[config.mk]
export PLATFORM = sky130hd
export DESIGN_NAME = stepper_sequencer
export DESIGN_NICKNAME = d
export VERILOG_FILES = /design/src/rtl/stepper_pkg.sv /design/src/rtl/step_phase_lut.sv /design/src/rtl/stepper_sequencer.sv
export SDC_FILE = /design/constraint.sdc
export NUM_CORES = 1
export LEC_CHECK = 0
export ABC_AREA = 1
export BUFFER_PORTS_ARGS = -buffer_cell sky130_fd_sc_hd__buf_2
export CAP_MARGIN = 20
export CORE_UTILIZATION = 45
export DETAILED_ROUTE_END_ITERATION = 16
export PLACE_DENSITY_LB_ADDON = 0.25
export SETUP_SLACK_MARGIN = 0.15
export SLEW_MARGIN = 25
export SYNTH_ARGS = -nofsm -noshare
export SYNTH_HDL_FRONTEND = slang
export SYNTH_SLANG_ARGS = --single-unit
[constraint.sdc]
create_clock -name F50M -period 2.1 [get_ports F50M]
set_input_delay 0.21 -clock F50M [delete_from_list [all_inputs] [get_ports F50M]]
set_output_delay 0.21 -clock F50M [all_outputs]
set_load 0.02 [all_outputs]
[src/rtl/stepper_pkg.sv]
`default_nettype none
// +----------------------------------------------------------------------+
// | Package    : stepper_pkg                                             |
// | Description: Shared types and constants for the stepper sequencer:   |
// |              FSM state encoding, 8-entry coil phase table and the    |
// |              phase-index increments for half and full stepping.      |
// | Revision   : 1.0 - initial release                                   |
// +----------------------------------------------------------------------+
package stepper_pkg;

   typedef enum logic [1:0] {
      ST_IDLE = 2'd0,
      ST_RUN  = 2'd1,
      ST_DONE = 2'd2
   } state_t;

   // Phase-index increments: half-step moves one table slot, full-step two.
   localparam logic [2:0] c_idx_step_half = 3'd1;
   localparam logic [2:0] c_idx_step_full = 3'd2;

   // Coil patterns {A,B,C,D}; element [0] is the rightmost entry.
   localparam logic [7:0][3:0] c_phase_table = {
      4'b1001,   // idx 7
      4'b0001,   // idx 6
      4'b0011,   // idx 5
      4'b0010,   // idx 4
      4'b0110,   // idx 3
      4'b0100,   // idx 2
      4'b1100,   // idx 1
      4'b1000    // idx 0
   };

endpackage
`default_nettype wire

[src/rtl/step_phase_lut.sv]
`default_nettype none
// +----------------------------------------------------------------------+
// | Module     : step_phase_lut                                          |
// | Description: Combinational map from 3-bit phase index to the 4-bit   |
// |              coil pattern {A,B,C,D}.                                 |
// | Ports      : idx     in  [2:0]  phase index                          |
// |              pattern out [3:0]  coil pattern for idx                 |
// | Revision   : 1.0 - initial release                                   |
// +----------------------------------------------------------------------+
module step_phase_lut
   import stepper_pkg::*;
(
   input  logic [2:0] idx,
   output logic [3:0] pattern
);

   assign pattern = c_phase_table[idx];

endmodule
`default_nettype wire

[src/rtl/stepper_sequencer.sv]
`default_nettype none
// +----------------------------------------------------------------------+
// | Module     : stepper_sequencer                                       |
// | Description: Executes move commands on a 4-coil stepper motor.       |
// |              Each step_pulse in RUN advances the phase index, the    |
// |              signed position and the remaining-step count; the coil  |
// |              drive is registered one cycle behind the index.         |
// | Ports      : F50M        in   system clock (rising edge)             |
// |              RESET       in   asynchronous active-low reset          |
// |              step_pulse  in   one-cycle step tick                    |
// |              cmd_valid   in   command offered                        |
// |              cmd_ready   out  high in IDLE                           |
// |              cmd_steps   in   [STEPS_W-1:0] steps to move            |
// |              cmd_dir     in   1 = forward, 0 = reverse               |
// |              cmd_half    in   1 = half-step, 0 = full-step           |
// |              abort       in   terminate current move                 |
// |              hold        in   keep coils energised when not moving   |
// |              coil        out  [3:0] registered coil drive {A,B,C,D}  |
// |              busy        out  high in RUN                            |
// |              done        out  one-cycle completion/abort pulse       |
// |              position    out  [POS_W-1:0] signed step count          |
// | Revision   : 1.0 - initial release                                   |
// +----------------------------------------------------------------------+
module stepper_sequencer
   import stepper_pkg::*;
#(
   parameter int STEPS_W = 16,
   parameter int POS_W   = 16
)
(
   input  logic               F50M,
   input  logic               RESET,
   input  logic               step_pulse,
   input  logic               cmd_valid,
   output logic               cmd_ready,
   input  logic [STEPS_W-1:0] cmd_steps,
   input  logic               cmd_dir,
   input  logic               cmd_half,
   input  logic               abort,
   input  logic               hold,
   output logic [3:0]         coil,
   output logic               busy,
   output logic               done,
   output logic [POS_W-1:0]   position
);

   localparam logic [POS_W-1:0]   c_pos_one   = POS_W'(1);
   localparam logic [STEPS_W-1:0] c_steps_one = STEPS_W'(1);

   state_t               r_state;
   state_t               w_next_state;
   logic [2:0]           r_idx;
   logic [STEPS_W-1:0]   r_remaining;
   logic [POS_W-1:0]     r_position;
   logic                 r_dir;
   logic                 r_half;
   logic [3:0]           r_coil;

   logic                 w_accept;
   logic                 w_take_step;
   logic [2:0]           w_idx_delta;
   logic [2:0]           w_idx_next;
   logic [POS_W-1:0]     w_pos_next;
   logic [3:0]           w_pattern;

   assign w_accept    = cmd_valid && (r_state == ST_IDLE);
   // Abort takes priority over a coincident step tick.
   assign w_take_step = (r_state == ST_RUN) && step_pulse && !abort;

   // 3-bit index arithmetic wraps modulo 8 by construction.
   assign w_idx_delta = r_half ? c_idx_step_half : c_idx_step_full;
   assign w_idx_next  = r_dir ? (r_idx + w_idx_delta) : (r_idx - w_idx_delta);
   assign w_pos_next  = r_dir ? (r_position + c_pos_one) : (r_position - c_pos_one);

   step_phase_lut u_lut (
      .idx     (r_idx),
      .pattern (w_pattern)
   );

   // State register
   always_ff @(posedge F50M or negedge RESET) begin
      if (!RESET) begin
         r_state <= ST_IDLE;
      end else begin
         r_state <= w_next_state;
      end
   end

   // Next-state logic
   always_comb begin
      w_next_state = r_state;
      case (r_state)
         ST_IDLE: begin
            if (w_accept) begin
               w_next_state = (cmd_steps == '0) ? ST_DONE : ST_RUN;
            end
         end
         ST_RUN: begin
            if (abort) begin
               w_next_state = ST_DONE;
            end else if (w_take_step && (r_remaining == c_steps_one)) begin
               w_next_state = ST_DONE;
            end
         end
         ST_DONE: begin
            w_next_state = ST_IDLE;
         end
         default: begin
            w_next_state = ST_IDLE;
         end
      endcase
   end

   // Move datapath and registered coil drive. The coil follows the index
   // register, so a step taken at one edge shows on the coils at the next.
   always_ff @(posedge F50M or negedge RESET) begin
      if (!RESET) begin
         r_idx       <= 3'd0;
         r_remaining <= '0;
         r_position  <= '0;
         r_dir       <= 1'b0;
         r_half      <= 1'b0;
         r_coil      <= 4'b0000;
      end else begin
         if (w_accept) begin
            r_dir       <= cmd_dir;
            r_half      <= cmd_half;
            r_remaining <= cmd_steps;
         end else if ((r_state == ST_RUN) && abort) begin
            r_remaining <= '0;
         end else if (w_take_step) begin
            r_idx       <= w_idx_next;
            r_remaining <= r_remaining - c_steps_one;
            r_position  <= w_pos_next;
         end
         r_coil <= ((r_state == ST_RUN) || hold) ? w_pattern : 4'b0000;
      end
   end

   assign cmd_ready = (r_state == ST_IDLE);
   assign busy      = (r_state == ST_RUN);
   assign done      = (r_state == ST_DONE);
   assign coil      = r_coil;
   assign position  = r_position;

endmodule
`default_nettype wire

[Yosys cells after proc, flatten, opt, wreduce, memory -nomap -nowiden]
Memories as Yosys holds them, arrays and structs flattened.
Cells that the tools add are included.
Storage, ports and cells
  bits in registers: 43
  bits in read-only memories: 32
  bits of input ports: 24
  output and inout bits: 23
  word-level logic and storage cells: 46
  memories kept: 1
Operators by class
  add/sub/neg operators: 5
  $lt $le $gt $ge: 1
  equality and inequality tests: 5
  muxes and demuxes: 13
  bitwise gates (word level): 2
  reductions and logical operators: 12
Memories
  (no name shown): depth 8, width 4, rd ports 1, clocked after memory_dff 0, wr ports 0, RTL line step_phase_lut.sv:17  | assign pattern = c_phase_table[idx];
Operators with widths (number)
  16-bit 2-to-1 mux: 4
  16-bit by 1-bit subtractor with 16-bit output, second input constant: 2
  16-bit by 1-bit adder with 16-bit output, second input constant: 1
  16-bit by 1-bit == test with 1-bit output, second input constant: 1
  16-bit zero test: 1
  2-bit 2-to-1 mux: 5
  4-bit 2-to-1 mux: 2
  1-bit logical AND: 5
  3-bit by 4-bit less-than comparator with 1-bit output, second input constant: 1
  2-bit one-hot mux with 2 select lines: 1
  3-bit by 2-bit adder with 3-bit output: 1
  3-bit 2-to-1 mux: 1
  3-bit by 2-bit != test with 1-bit output, second input constant: 1
  3-bit AND reduction: 1
  3-bit nonzero test: 1
  3-bit by 2-bit subtractor with 3-bit output: 1
  2-bit by 1-bit == test with 1-bit output, second input constant: 1
  2-bit == test, second input constant: 1
  2-bit zero test: 1
  2-bit by 1-bit != test with 1-bit output, second input constant: 1
  1-bit inverter: 2
  2-bit AND reduction: 1
  1-bit zero test: 1
  1-bit logical OR: 1

[Longest topological paths before layout]
  depth in word-level cells: 7
  gate-level depth with buffers: 12
  depth with buffers taken out: 12

[Hierarchy]
A second synthesis with hierarchy kept.
Unflattened totals
  cell total of the unflattened synthesis: 468
  area, all modules: 3276.9 um2
Modules (own cells, without submodules)
  stepper_sequencer: instances 1, cells each 457, area an instance 3233.1 um2, seq. area each 1076.0 um2
  step_phase_lut: instances 1, cells each 11, area an instance 43.8 um2, seq. area each 0.0 um2

[Least setup slack after synthesis]
Ideal clock, no wire load.
  kind: reg-to-reg
  from: reg r_dir
  to: reg r_position[7], in the netlist position[7]
  setup time: 0.117 ns
  data arrival time: 1.876 ns
  data required time: 1.983 ns
  slack: 0.107 ns
  cell stages (with the launch flop): 9
  path buffers: 0
  clock period less this slack: 1.993 ns
  cell sequence: dfrtp_1 > inv_1 > ha_1 > or2_2 > nand3_1 > nand2_1 > or2_2 > nand3_1 > nand2_1
On the way
  cells in the longest elaborated chain, start to end: 1
Ends and longest elaborated chain
  start: declaration: RTL line stepper_sequencer.sv:55  | logic r_dir;
  start signal: assignment: RTL line stepper_sequencer.sv:126  | r_dir <= cmd_dir;
  16-bit 2-to-1 mux: RTL line stepper_sequencer.sv:73  | assign w_pos_next = r_dir ? (r_position + c_pos_one) : (r_position - c_pos_one);
  end signal: assignment: RTL line stepper_sequencer.sv:134  | r_position <= w_pos_next;
  end: declaration: RTL line stepper_sequencer.sv:54  | logic [POS_W-1:0] r_position;
Every way passes these cells.
A chain may end at the register's enable or synchronous reset.

[Worst setup path after layout]
  from: reg r_dir
  to: reg r_position[6], in the netlist position[6]
Same word-level chain as after synthesis.

==> results.sh <==
export IMPL_status="complete, no violations"
export IMPL_synth_cell_type_count=34
export IMPL_ys_flop_type="dfrtp_1"
export IMPL_die_w_um=87.1
export IMPL_maxSlewViolCount=0
export IMPL_p_sw_mw=3.68
export IMPL_crit_path_end_kind="flop"
export IMPL_synth_edf_count=0
export IMPL_wl_met1_um=3710
export IMPL_p_leak_nw=2.06
export IMPL_dp_cells=603
export IMPL_arrival_ns=2.06
export IMPL_layout_commonest_cell="nand2_1"
export IMPL_finalHoldViolCount=0
export IMPL_routed_via_density=4.97
export IMPL_fin_crit_sh=0.887
export IMPL_syn_num_nets=507
export IMPL_netSwitchingFraction=0.502
export IMPL_die_area_mm2=0.00758
export IMPL_worst_slew_pin_slew_ns=0.476
export IMPL_seq_area_frac_synth=0.330
export IMPL_grtUsageTotal=0.224
export IMPL_async_flop_share=1.00
export IMPL_h_tree_depth=2
export IMPL_yosys_warnings=0
export IMPL_ys_seq_elements=43
export IMPL_grt_max_degree=27
export IMPL_num_vias=3056
export IMPL_postRouteAntennaNets=0
export IMPL_netlist_area_mm2=0.00326
export IMPL_routed_top_layer="met4"
export IMPL_cpLargestDelayFamily="simple AND/OR/NAND/NOR gates"
export IMPL_cp_cell_sequence="clkinv_4, ha_1, nand2_1, inv_1, a21oi_1, nand2_1, or2_2, nand3_1, nand2_1"
export IMPL_cts_sink_count=43
export IMPL_gp_congestion=0.894
export IMPL_rsz0062_at_grt="true"
export IMPL_instances_no_fill=615
export IMPL_internal_power_mw=3.64
export IMPL_critPathSlowestCell="dfrtp_1"
export IMPL_port_buffers=46
export IMPL_hold_path_class="in -> reg"
export IMPL_tritoncts="built"
export IMPL_maxSlewHeadroom=0.683
export IMPL_avgSynthCellArea_um2=7.02
export IMPL_cp_num_buf_inv=2
export IMPL_routedWlPerCell_um=12.9
export IMPL_antenna_found_initial=0
export IMPL_start_util=0.472
export IMPL_cts_buffer_depth=2
export IMPL_worstSetupPathType="reg -> reg"
export IMPL_finalSetupViolations=0
export IMPL_period_needed_ns=1.86
export IMPL_cts_buffers=5
export IMPL_io_pins=47
export IMPL_drv_cap=0
export IMPL_synth_top_cell_area_share=0.330
export IMPL_start_kind="flop"
export IMPL_drive_gt1_frac=0.224
export IMPL_synth_area_leader_cell="dfrtp_1"
export IMPL_wl_met3_um=255
export IMPL_critical_path_most_common_cell="nand2_1"
export IMPL_area_growth_pct=20.4
export IMPL_comb_power_share=0.667
export IMPL_rows=30
export IMPL_synth_area_leaders="dfrtp_1 (33%), nand2_1 (18%), inv_1 (6.7%)"
export IMPL_insertedDiodeCount=0
export IMPL_core_mm2=0.00691
export IMPL_clkPwrFrac=0.109
export IMPL_dr_wl_met2_um=3860
export IMPL_drt_iter0_drc=146
export IMPL_power_density_mw_per_mm2=1870
export IMPL_firstDrtPassIters=4
export IMPL_grt_ovfl_total=0
export IMPL_grt_pass1_vias=2888
export IMPL_layout_nets=561
export IMPL_worst_path_max_fanout=7
export IMPL_skew_ns=0.00819
export IMPL_clockRootBuffer="clkbuf_8"
export IMPL_cp_data_required_time_ns=2.30
export IMPL_clock_fmax_ghz=0.537
export IMPL_clk_insertion_delay_late_ns=0.31
export IMPL_ir_drop_v=0.000856
export IMPL_setup_tns_ns=0
export IMPL_die_y_um=87.1
export IMPL_critPathMaxStageDelay_ns=0.41
export IMPL_hpwl_um=5720
export IMPL_drcViolationCount=0
export IMPL_netlist_instances=464
export IMPL_drt_wl_total_um=7910
export IMPL_grt_pass1_wl_um=13200
export IMPL_p_seq_frac=0.224
export IMPL_clk_pin_slew_ns=0.09
export IMPL_layout_common_cells="nand2_1 (152), inv_1 (57), buf_2 (46)"
final cells by class:
cell class | count | area (um^2)
sequential | 43 | 1080
clock buffer | 5 | 68.8
tap | 96 | 120
fill | 688 | 2990
inverter | 64 | 248
clock inverter | 3 | 67.6
timing repair buffer | 54 | 313
multi-input combinational | 350 | 2030
Yosys cell counts (4+ instances only):
library cell,number
o21ai_1,12
ha_1,17
inv_1,58
nand2_4,4
xor2_1,5
o22ai_1,4
nand2_1,156
xnor2_1,4
a22oi_2,4
or2_2,4
a21oi_1,18
nor2_1,44
inv_2,5
nand4_1,4
nand3_1,31
nor3_1,5
buf_6,4
nand3b_1,5
o21ai_0,6
dfrtp_1,43
a21oi_2,9
state kept, by name, indices dropped and copies added, names as in the netlist:
| signal | cells |
|---|---|
| r_state | 2 |
| r_dir | 1 |
| position | 16 |
| r_remaining | 16 |
| r_half | 1 |
| coil | 4 |
| r_idx | 3 |
worst register-to-register path: stages (launching register included):
cell,delay (ns)
dfrtp_1,0.41
clkinv_4,0.12
ha_1,0.35
nand2_1,0.11
inv_1,0.06
a21oi_1,0.14
nand2_1,0.14
or2_2,0.31
nand3_1,0.07
nand2_1,0.05
stage by stage:
| stage | hold WS, ns | utilization | instance area, um^2 | setup slack, ns | total power, mW |
|---|---|---|---|---|---|
| 2_1_floorplan | -0.0856 | - | 3260 | 0.237 | 5.02 |
| 3_3_place_gp | 0.186 | 0.519 | 3580 | 0.238 | 5.86 |
| 3_5_place_dp | 0.193 | 0.519 | 3580 | 0.191 | 5.97 |
| 4_1_cts | 0.0998 | 0.540 | 3730 | 0.171 | 6.80 |
| 5_1_grt | 0.114 | 0.568 | 3920 | 0.141 | 8.06 |
| 6_report | 0.113 | 0.568 | 3920 | 0.238 | 7.32 |
metal layers:
| layer | track usage | up-vias |
|---|---|---|
| met2 | 0.401 | 58 |
| met5 | 0 | - |
| met1 | 0.282 | 1402 |
| li1 | - | 1589 |
| met4 | 0.0652 | 0 |
| met3 | 0.0294 | 7 |
what timing repair did:
action | in CTS | in global routing
buffers inserted | 0 | 3
hold endpoints to repair | 17 | 0
resized for setup | 0 | 26
setup endpoints to repair | 0 | 8
hold buffers | 1 | 0
cell families after synthesis:
kind of cell,after synthesis,share of synthesized area
DFF,43,0.330
AOI/OAI and AO/OA,58,0.114
and+or+nand+nor,264,0.359
xor gates and xnor gates,9,0.0242
adders and majority gates,19,0.0776
buffers and inverters,71,0.0945
power by group through the flow:
stage / Combinational, mW / Sequential [mW] / Clock (mW)
after global routing: 5.54 / 1.69 / 0.834
after global placement: 4.27 / 1.59 / 0
after detailed placement: 4.36 / 1.60 / 0
after floorplan: 3.26 / 1.76 / 0
final: 4.89 / 1.64 / 0.795
after CTS: 4.39 / 1.59 / 0.818
final timing paths:
check                                        start                          to  slack, ns  depth (start not counted)
worst max-delay path             r_dir$_DFFE_PN0P_     position[6]$_DFFE_PN0P_       0.24                          9
worst min-delay path                      cmd_half          r_half$_DFFE_PN0P_       0.11                          3
worst max register to register   r_dir$_DFFE_PN0P_     position[6]$_DFFE_PN0P_       0.24                          9
worst min register to register  r_half$_DFFE_PN0P_          r_half$_DFFE_PN0P_       0.53                          2
max in group asynchronous                    RESET  r_remaining[9]$_DFFE_PN0P_       1.20                          3
min in group asynchronous                    RESET     position[5]$_DFFE_PN0P_       0.39                          2
Power figures use the tool's default switching activity.
